===== config.mk =====
export PLATFORM = sky130hd
export DESIGN_NAME = im_boot_loader
export DESIGN_NICKNAME = d
export VERILOG_FILES = /design/src/rtl/im_boot_loader_pkg.sv /design/src/rtl/im_boot_loader_byte_word_packer.sv /design/src/rtl/im_boot_loader.sv
export SDC_FILE = /design/constraint.sdc
export NUM_CORES = 1
export LEC_CHECK = 0
export CAP_MARGIN = 20
export CORE_ASPECT_RATIO = 0.75
export CORE_MARGIN = 4
export CORE_UTILIZATION = 53
export CTS_CLUSTER_DIAMETER = 50
export DETAILED_ROUTE_END_ITERATION = 10
export HOLD_SLACK_MARGIN = 0.08
export PLACE_DENSITY = 0.82
export RECOVER_POWER = 25
export REMOVE_ABC_BUFFERS = 1
export SYNTH_ARGS = -nofsm -noshare
export SYNTH_HDL_FRONTEND = slang
export SYNTH_SLANG_ARGS = --single-unit

===== constraint.sdc =====
create_clock -name clk -period 2.41 [get_ports clk]
set_input_delay 0.482 -clock clk [delete_from_list [all_inputs] [get_ports clk]]
set_output_delay 0.482 -clock clk [all_outputs]
set_load 0.005 [all_outputs]

===== src/rtl/im_boot_loader_pkg.sv =====
// -----------------------------------------------------------------------------
// im_boot_loader_pkg
// Shared definitions for the instruction-memory boot loader:
//   - loader state encoding
//   - instruction memory geometry (depth, address width, data width)
//   - width of the word counters (must hold the full depth, 1..256)
// -----------------------------------------------------------------------------
package im_boot_loader_pkg;

   localparam int IM_DEPTH = 256;
   localparam int IM_AW    = 8;
   localparam int IM_DW    = 32;

   // One extra bit so a full-depth count (256) is representable.
   localparam int CNT_W    = $clog2(IM_DEPTH) + 1;

   typedef enum logic [1:0] {
      ST_IDLE  = 2'd0,
      ST_HDR   = 2'd1,
      ST_DATA  = 2'd2,
      ST_FLUSH = 2'd3
   } bl_state_e;

endpackage


===== src/rtl/im_boot_loader_byte_word_packer.sv =====
// -----------------------------------------------------------------------------
// im_boot_loader_byte_word_packer
// Assembles big-endian 32-bit words from a byte stream (first byte -> 31:24).
// Ports:
//   clk, rst_n       clock, asynchronous active-low reset
//   clr_i            discard any partially assembled word
//   byte_valid_i     a byte is being consumed this cycle
//   byte_i           the byte being consumed
//   word_valid_o     high in the cycle the fourth byte of a word is consumed
//   word_o           {three held bytes, byte_i}; meaningful with word_valid_o
// -----------------------------------------------------------------------------
module im_boot_loader_byte_word_packer
   import im_boot_loader_pkg::*;
(
   input  logic             clk,
   input  logic             rst_n,
   input  logic             clr_i,
   input  logic             byte_valid_i,
   input  logic [7:0]       byte_i,
   output logic             word_valid_o,
   output logic [IM_DW-1:0] word_o
);

   logic [1:0]       byte_cnt_q;
   logic [IM_DW-9:0] shift_q;

   always_ff @(posedge clk or negedge rst_n) begin
      if (!rst_n) begin
         byte_cnt_q <= 2'd0;
         shift_q    <= '0;
      end else if (clr_i) begin
         byte_cnt_q <= 2'd0;
         shift_q    <= '0;
      end else if (byte_valid_i) begin
         // The counter wraps 3 -> 0 on word completion; the stale shift
         // contents are fully overwritten by the next three bytes.
         byte_cnt_q <= byte_cnt_q + 2'd1;
         shift_q    <= {shift_q[IM_DW-17:0], byte_i};
      end
   end

   // The fourth byte bypasses the shift register so the word is complete
   // in the same cycle the byte is accepted.
   assign word_valid_o = byte_valid_i && (byte_cnt_q == 2'd3);
   assign word_o       = {shift_q, byte_i};

endmodule


===== src/rtl/im_boot_loader.sv =====
// -----------------------------------------------------------------------------
// im_boot_loader
// Loads a program image from a byte stream into the 256x32 instruction memory
// and holds the CPU while doing so.  Stream format: one header byte
// (word count - 1) followed by 4 bytes per word, big-endian.
// Parameters:
//   BASE_ADDR      word address of the first loaded word
//   HOLD_AT_RESET  keep cpu_hold high out of reset until the first load_done
// Ports:
//   clk, rst_n             clock, asynchronous active-low reset
//   load_start             start a load (honoured only when idle)
//   load_abort             abandon a load in progress
//   s_valid/s_data/s_ready byte stream in (valid/ready handshake)
//   im_we/im_waddr/im_wdata instruction-memory write port (registered)
//   cpu_hold               CPU stall request
//   busy                   loader not idle
//   load_done              one-cycle pulse after the last word is written
//   words_loaded           words written by the current/last load
// -----------------------------------------------------------------------------
module im_boot_loader
   import im_boot_loader_pkg::*;
#(
   parameter logic [IM_AW-1:0] BASE_ADDR     = 8'h00,
   parameter bit               HOLD_AT_RESET = 1'b0
) (
   input  logic             clk,
   input  logic             rst_n,
   input  logic             load_start,
   input  logic             load_abort,
   input  logic             s_valid,
   input  logic [7:0]       s_data,
   output logic             s_ready,
   output logic             im_we,
   output logic [IM_AW-1:0] im_waddr,
   output logic [IM_DW-1:0] im_wdata,
   output logic             cpu_hold,
   output logic             busy,
   output logic             load_done,
   output logic [CNT_W-1:0] words_loaded
);

   bl_state_e        state_q, state_d;
   logic             s_ready_q;
   logic             busy_q;
   logic             cpu_hold_q;
   logic             hold_rst_q;     // reset-time hold still pending
   logic             im_we_q;
   logic [IM_AW-1:0] im_waddr_q;
   logic [IM_DW-1:0] im_wdata_q;
   logic             load_done_q;
   logic [CNT_W-1:0] words_loaded_q;
   logic [IM_AW-1:0] ptr_q;
   logic [CNT_W-1:0] remaining_q;

   logic             hdr_accept;
   logic             byte_accept;
   logic             pack_clr;
   logic             done_now;
   logic             word_valid;
   logic [IM_DW-1:0] word;

   // Abort wins over byte acceptance in the same cycle.
   assign hdr_accept  = (state_q == ST_HDR)  && s_valid && !load_abort;
   assign byte_accept = (state_q == ST_DATA) && s_valid && !load_abort;
   // Keep the packer empty while idle so every load starts on a word boundary.
   assign pack_clr    = (state_q == ST_IDLE) || load_abort;
   // An abort during FLUSH suppresses the completion pulse; the write on the
   // bus that cycle still happens since im_we is already registered.
   assign done_now    = (state_q == ST_FLUSH) && !load_abort;

   im_boot_loader_byte_word_packer u_byte_word_packer (
      .clk          (clk),
      .rst_n        (rst_n),
      .clr_i        (pack_clr),
      .byte_valid_i (byte_accept),
      .byte_i       (s_data),
      .word_valid_o (word_valid),
      .word_o       (word)
   );

   always_comb begin
      state_d = state_q;
      unique case (state_q)
         ST_IDLE: begin
            if (load_start) state_d = ST_HDR;
         end
         ST_HDR: begin
            if (load_abort)      state_d = ST_IDLE;
            else if (hdr_accept) state_d = ST_DATA;
         end
         ST_DATA: begin
            if (load_abort)
               state_d = ST_IDLE;
            else if (word_valid && (remaining_q == CNT_W'(1)))
               state_d = ST_FLUSH;
         end
         ST_FLUSH: begin
            state_d = ST_IDLE;
         end
         default: state_d = ST_IDLE;
      endcase
   end

   always_ff @(posedge clk or negedge rst_n) begin
      if (!rst_n) begin
         state_q        <= ST_IDLE;
         s_ready_q      <= 1'b0;
         busy_q         <= 1'b0;
         cpu_hold_q     <= HOLD_AT_RESET;
         hold_rst_q     <= HOLD_AT_RESET;
         im_we_q        <= 1'b0;
         im_waddr_q     <= BASE_ADDR;
         im_wdata_q     <= '0;
         load_done_q    <= 1'b0;
         words_loaded_q <= '0;
         ptr_q          <= BASE_ADDR;
         remaining_q    <= '0;
      end else begin
         state_q     <= state_d;
         // Status outputs are registered from the next state so they line up
         // with the state register.
         s_ready_q   <= (state_d == ST_HDR) || (state_d == ST_DATA);
         busy_q      <= (state_d != ST_IDLE);
         hold_rst_q  <= hold_rst_q && !done_now;
         cpu_hold_q  <= (state_d != ST_IDLE) || (hold_rst_q && !done_now);
         load_done_q <= done_now;
         im_we_q     <= 1'b0;

         if ((state_q == ST_IDLE) && load_start) begin
            words_loaded_q <= '0;
            ptr_q          <= BASE_ADDR;
         end

         if (hdr_accept) begin
            remaining_q <= CNT_W'(s_data) + CNT_W'(1);
         end

         if (word_valid) begin
            im_we_q        <= 1'b1;
            im_waddr_q     <= ptr_q;
            im_wdata_q     <= word;
            ptr_q          <= ptr_q + IM_AW'(1);   // wraps 0xFF -> 0x00
            remaining_q    <= remaining_q - CNT_W'(1);
            words_loaded_q <= words_loaded_q + CNT_W'(1);
         end
      end
   end

   assign s_ready      = s_ready_q;
   assign busy         = busy_q;
   assign cpu_hold     = cpu_hold_q;
   assign im_we        = im_we_q;
   assign im_waddr     = im_waddr_q;
   assign im_wdata     = im_wdata_q;
   assign load_done    = load_done_q;
   assign words_loaded = words_loaded_q;

endmodule


==> Word-level counts from Yosys, hierarchy flattened <==
Cells that the tools add are included.
{ "op_classes": {"add_sub_neg": 5, "eq_ne": 7, "muxes": 17, "n_reduce_logical": 19} }
{ "ops": {"columns": ["op", "n"], "rows": [
  ["$mux W24", 2],
  ["$mux W9", 4],
  ["$mux W8", 2],
  ["$mux W2", 7],
  ["$add A8 B1 Y9 const B", 1],
  ["$add A9 B1 Y9 const B", 1],
  ["$eq A9 B1 Y1 const B", 1],
  ["$logic_and A1 B1 Y1", 9],
  ["$sub A9 B1 Y9 const B", 1],
  ["$add A8 B1 Y8 const B", 1],
  ["$eq A2 B2 Y1 const B", 4],
  ["$pmux W2 S4", 1],
  ["$reduce_bool A2 Y1", 4],
  ["$eq A2 B1 Y1 const B", 2],
  ["$logic_or A1 B1 Y1", 3],
  ["$add A2 B1 Y2 const B", 1],
  ["$logic_not A1 Y1", 2],
  ["$logic_not A2 Y1", 1],
  ["$mux W1", 1]
]} }
{ "word_totals": {"regBits": 100, "input_bits": 13, "output_inout_bits": 54, "word_cells": 62} }

==> Longest topological paths before layout <==
{ "logic_depth": {"depth_word": 10, "ltp_mapped": 8, "ltp_nobuf": 7} }

==> Modules after synthesis <==
From an unflattened synthesis, not the netlist that was laid out.
{ "hier_totals": {"cells_unflattened": 361, "hier_area_um2": 4449.3} }
{ "modules_own_cells": {"columns": ["module", "instances", "cells_each", "area_each_um2", "seq_area_each_um2"], "rows": [
  ["im_boot_loader", 1, 267, 3295.7, 1851.8],
  ["im_boot_loader_byte_word_packer", 1, 94, 1153.6, 650.6]
]} }

==> Worst setup path before layout <==
OpenSTA, ideal clock, no wires.
{ "synth_timing": {"path_type": "register to register", "from": "reg remaining_q[4]", "to": "reg s_ready_q (netlist: s_ready)", "setup_time_ps": 126, "arrival_time_ps": 1911, "required_ps": 2284, "slack_ps": 373, "stages_incl_launch_ff": 5, "path_buffers": 0, "synth_period_minus_slack_ps": 2037, "path_cell_list": "dfrtp_1 > or4_4 > or4_1 > o22a_1 > ha_1"} }
{ "synth_between": {"elab_chain_len": 7, "word_cells_on_any_way": 8, "cone_classes": "eq/ne (3); mux (3); reduce/logical (2)"} }
{ "synth_rtl": {"columns": ["item", "line", "text"], "rows": [
  ["from (decl)", "im_boot_loader.sv:53", "logic [CNT_W-1:0] remaining_q;"],
  ["from (signal assigned)", "im_boot_loader.sv:135", "remaining_q <= CNT_W'(s_data) + CNT_W'(1);"],
  ["from (signal assigned)", "im_boot_loader.sv:143", "remaining_q <= remaining_q - CNT_W'(1);"],
  ["$eq A9 B1 Y1 *", "im_boot_loader.sv:94", "else if (word_valid && (remaining_q == CNT_W'(1)))"],
  ["$logic_and A1 B1 Y1 *", "im_boot_loader.sv:94", null],
  ["$mux W2 *", "im_boot_loader.sv:94", null],
  ["$mux W2 *", "im_boot_loader.sv:92", "if (load_abort)"],
  ["$pmux W2 S4 *", "im_boot_loader.sv:83", "unique case (state_q)"],
  ["$eq A2 B1 Y1 / $eq A2 B2 Y1 (equally long branches)", "im_boot_loader.sv:122", "s_ready_q <= (state_d == ST_HDR) || (state_d == ST_DATA);"],
  ["$logic_or A1 B1 Y1 *", "im_boot_loader.sv:122", null],
  ["to (signal assigned)", "im_boot_loader.sv:122", null],
  ["to (decl)", "im_boot_loader.sv:43", "logic s_ready_q;"]
]} }
Every way passes the cells marked *; elsewhere a longest branch is shown, timed or not.
A chain may end at the register's enable or synchronous reset.

==> Worst setup path after layout <==
{ "layout_timing": {"from": "in load_abort", "to": "reg ptr_q[2]"} }
{ "layout_between": {"elab_chain_len": 4, "word_cells_on_any_way": 5, "cone_classes": "mux (1); reduce/logical (4)"} }
{ "layout_rtl": {"columns": ["item", "line", "text"], "rows": [
  ["from (decl)", "im_boot_loader.sv:29", "input logic load_abort,"],
  ["$logic_not A1 Y1 *", "im_boot_loader.sv:64", "assign byte_accept = (state_q == ST_DATA) && s_valid && !load_abort;"],
  ["$logic_and A1 B1 Y1 *", "im_boot_loader.sv:64", null],
  ["$logic_and A1 B1 Y1 *", "im_boot_loader_byte_word_packer.sv:44", "assign word_valid_o = byte_valid_i && (byte_cnt_q == 2'd3);"],
  ["$mux W8 / $reduce_bool A2 Y1 (equally long branches)", null, null],
  ["to (signal assigned)", "im_boot_loader.sv:142", "ptr_q <= ptr_q + IM_AW'(1);"],
  ["to (decl)", "im_boot_loader.sv:52", "logic [IM_AW-1:0] ptr_q;"]
]} }
Marked as above.

==> results.yml <==
route:
  route.detailed.drc: 0
  wl_um: 9360
  postRouteAntennaNets: 0
  first_pass_iters: 5
  first_iter_violations: 341
  wl_per_cell_um: 15.7
  vias_per_cell: 5.64
  num_vias: 3365
pwr:
  cellPowerDensity_nw_per_um2: 614
  max-vdd-ir-drop_mv: 0.395
  power.total_w: 0.00324
  p_leak_nw: 2.59
synthesis:
  synth_top_flop_cell: "dfrtp_1"
  yosys_register_bits: 100
  netlist_instances: 422
  yosysTopAreaCellShare_pct: 59.1
  ys_types: 47
  ys_top_cells_by_area: "dfrtp_1, nand2_1, a22o_1, ha_1, mux2i_1"
  syn_area_um2: 4230
  synth_edf_count: 0
  ys_seq_area_share_pct: 59.1
  yosysWarnings: 0
  post-synth-top-count-cell: "nand2_1"
  yosysTopAreaCell: "dfrtp_1"
  avgSynthCellArea_um2: 10.0
  synthArstFlopShare_pct: 100
  synthTopCellsByCount: "nand2_1, dfrtp_1, a22o_1, o21ai_0"
sta:
  grt_setup_unrepaired: "false"
  fmaxAchievable_ghz: 0.454
  final.min_clock_period_ns: 2.20
  hold_viol: 0
  finalCritPeriodShare_pct: 91.3
  max_slew.worst_pin.slew_ns: 1.25
  final_max_slew_viol_count: 0
  setup_viol: 0
  max_slew_margin_pct: 16.8
  skew_ns: 0.00887
global_route:
  busiest_layer: "met2"
  grt_antenna_before_repair: 0
  grtUsageTotal_pct: 20.4
  use_met1_pct: 29.1
  grt-ovfl-total: 0
  grt_max_degree: 48
  met2_usage_pct: 31.9
  grt.met3_usage_pct: 5.42
  grt_pass1_wl_um: 15800
  grt_pass1_vias: 3231
placed_design:
  placed_area_um2: 5040
  place.gp.congestion: 0.875
  place_hpwl_um: 6510
  portBuffers: 66
  placed_cells: 580
floorplan:
  die_x_um: 111
  fp.dieH_um: 85.4
  start_util_pct: 55.9
  fp.coreArea_um2: 7570
  ios: 67
  die_area_um2: 9500
  core.rowCount: 27
worst_setup_path:
  start_kind: "input port"
  cp-end-kind: "flip-flop"
  worstPathArrival_ns: 2.49
  cp.required_ns: 2.70
  crit_type: "input port to flip-flop"
  path_max_fanout: 19
finish:
  stdcell_count: 597
  diodes: 0
  layout-drive-gt1-share_pct: 8.27
  syn_to_final_growth_pct: 24.4
  layout.nets: 511
  postLayoutCellArea_um2: 5270
clock_network:
  cts_buffers: 9
  cts_hold_buf: 1
  clk_pin_slew_ns: 0.10
  clock_path_buffers: 2
  cts_sinks: 100
  insertion_delay_ns: 0.36
  postCtsSetupBuffers: 0
  ctsHtreeMaxLevel: 3
  cts_resized: 0
  cts_tree: "built"
  clockRootBuffer: "clkbuf_8"
status:
  status: "finished clean"
worst_hold_path:
  hold_path_class: "flip-flop to flip-flop"
job:
  cap_violations: 0
layout make-up:
cell class	instances	area, um^2
clock buffers	10	138
clock inverters	6	81.3
fillers	577	2300
inverters	9	33.8
multi-input cells	290	1600
flip-flops and latches	100	2500
well taps	101	126
repair buffers	81	782
critical path: stages:
cell,delay (ns)
dlygate4sd3_1,0.68
and4bb_1,0.25
buf_4,0.21
a21boi_1,0.53
o21ai_0,0.23
o21ai_0,0.11
where the power goes:
part	switching (W)	internal (W)	total [W]	leakage, nW
combinational	0.000160	0.000128	0.000288	1.12
clock	0.000607	0.000528	0.00113	0.104
sequential	0.0000742	0.00174	0.00181	1.37
total	0.000841	0.00239	0.00324	2.59
routing by layer:
layer | vias up | wire length (um)
li1 | 1589 | -
met1 | 1650 | 4410
met2 | 118 | 4240
met3 | 8 | 625
met4 | 0 | 76
met5 | - | 0
sequential cells by signal, indices dropped and copies added, names as in the netlist:
register                       count
im_wdata                          32
s_ready                            1
load_done                          1
cpu_hold                           1
busy                               1
hold_rst_q                         1
u_byte_word_packer.shift_q        24
u_byte_word_packer.byte_cnt_q      2
ptr_q                              8
words_loaded                       9
im_waddr                           8
remaining_q                        9
state_q                            2
im_we                              1
final timing paths:
kind | from | end | slack (ns) | cells after the start
setup reg to reg | remaining_q[4] | s_ready | 0.23 | 4
hold reg to reg | words_loaded[8] | words_loaded[8] | 0.48 | 1
max in group asynchronous | rst_n | u_byte_word_packer.shift_q[17] | 0.45 | 3
hold / removal | words_loaded[8] | words_loaded[8] | 0.48 | 1
setup / recovery | load_abort | ptr_q[2] | 0.21 | 6
min in group asynchronous | rst_n | im_wdata[11] | 0.89 | 2
cell usage in the layout, fill, tap and decap left out, drive strengths merged, types with 2 or more instances in the layout:
cell type	count
xor2	3
o211ai	2
inv	10
o21ai	16
a22o	25
mux2i	8
a21oi	7
clkdlybuf4s50	64
nand3	7
a221oi	4
dfrtp	100
ha	7
nor3	13
clkinvlp	2
nand4	7
clkbuf	11
and3	4
nand2b	3
clkinv	2
nor4	2
nor2	10
dlygate4sd3	2
or3b	2
buf	14
xnor2	2
or4	3
nand4bb	2
nand2	145
metrics by stage:
step | TNS, ns | setup slack, ns | utilization (%) | hold WS (ns)
after floorplan | -46.94 | -0.976 | - | 0.186
after global placement | 0 | 0.124 | 66.6 | 0.387
after detailed placement | 0 | 0.00841 | 66.6 | 0.389
after CTS | 0 | 0.234 | 69.7 | 0.481
after global routing | 0 | 0.135 | 69.6 | 0.498
final | 0 | 0.209 | 69.6 | 0.477
cell families after synthesis:
logic type / Yosys count / synth area share, %
DFF: 100 / 59.1
xor gates and xnor gates: 5 / 1.03
muxes: 9 / 2.16
AOI/OAI and AO/OA: 65 / 11.4
buffers and inverters: 32 / 3.10
adders and majority gates: 7 / 2.07
and+or+nand+nor: 204 / 21.2
No activity file was read; power rests on OpenSTA's default activity.
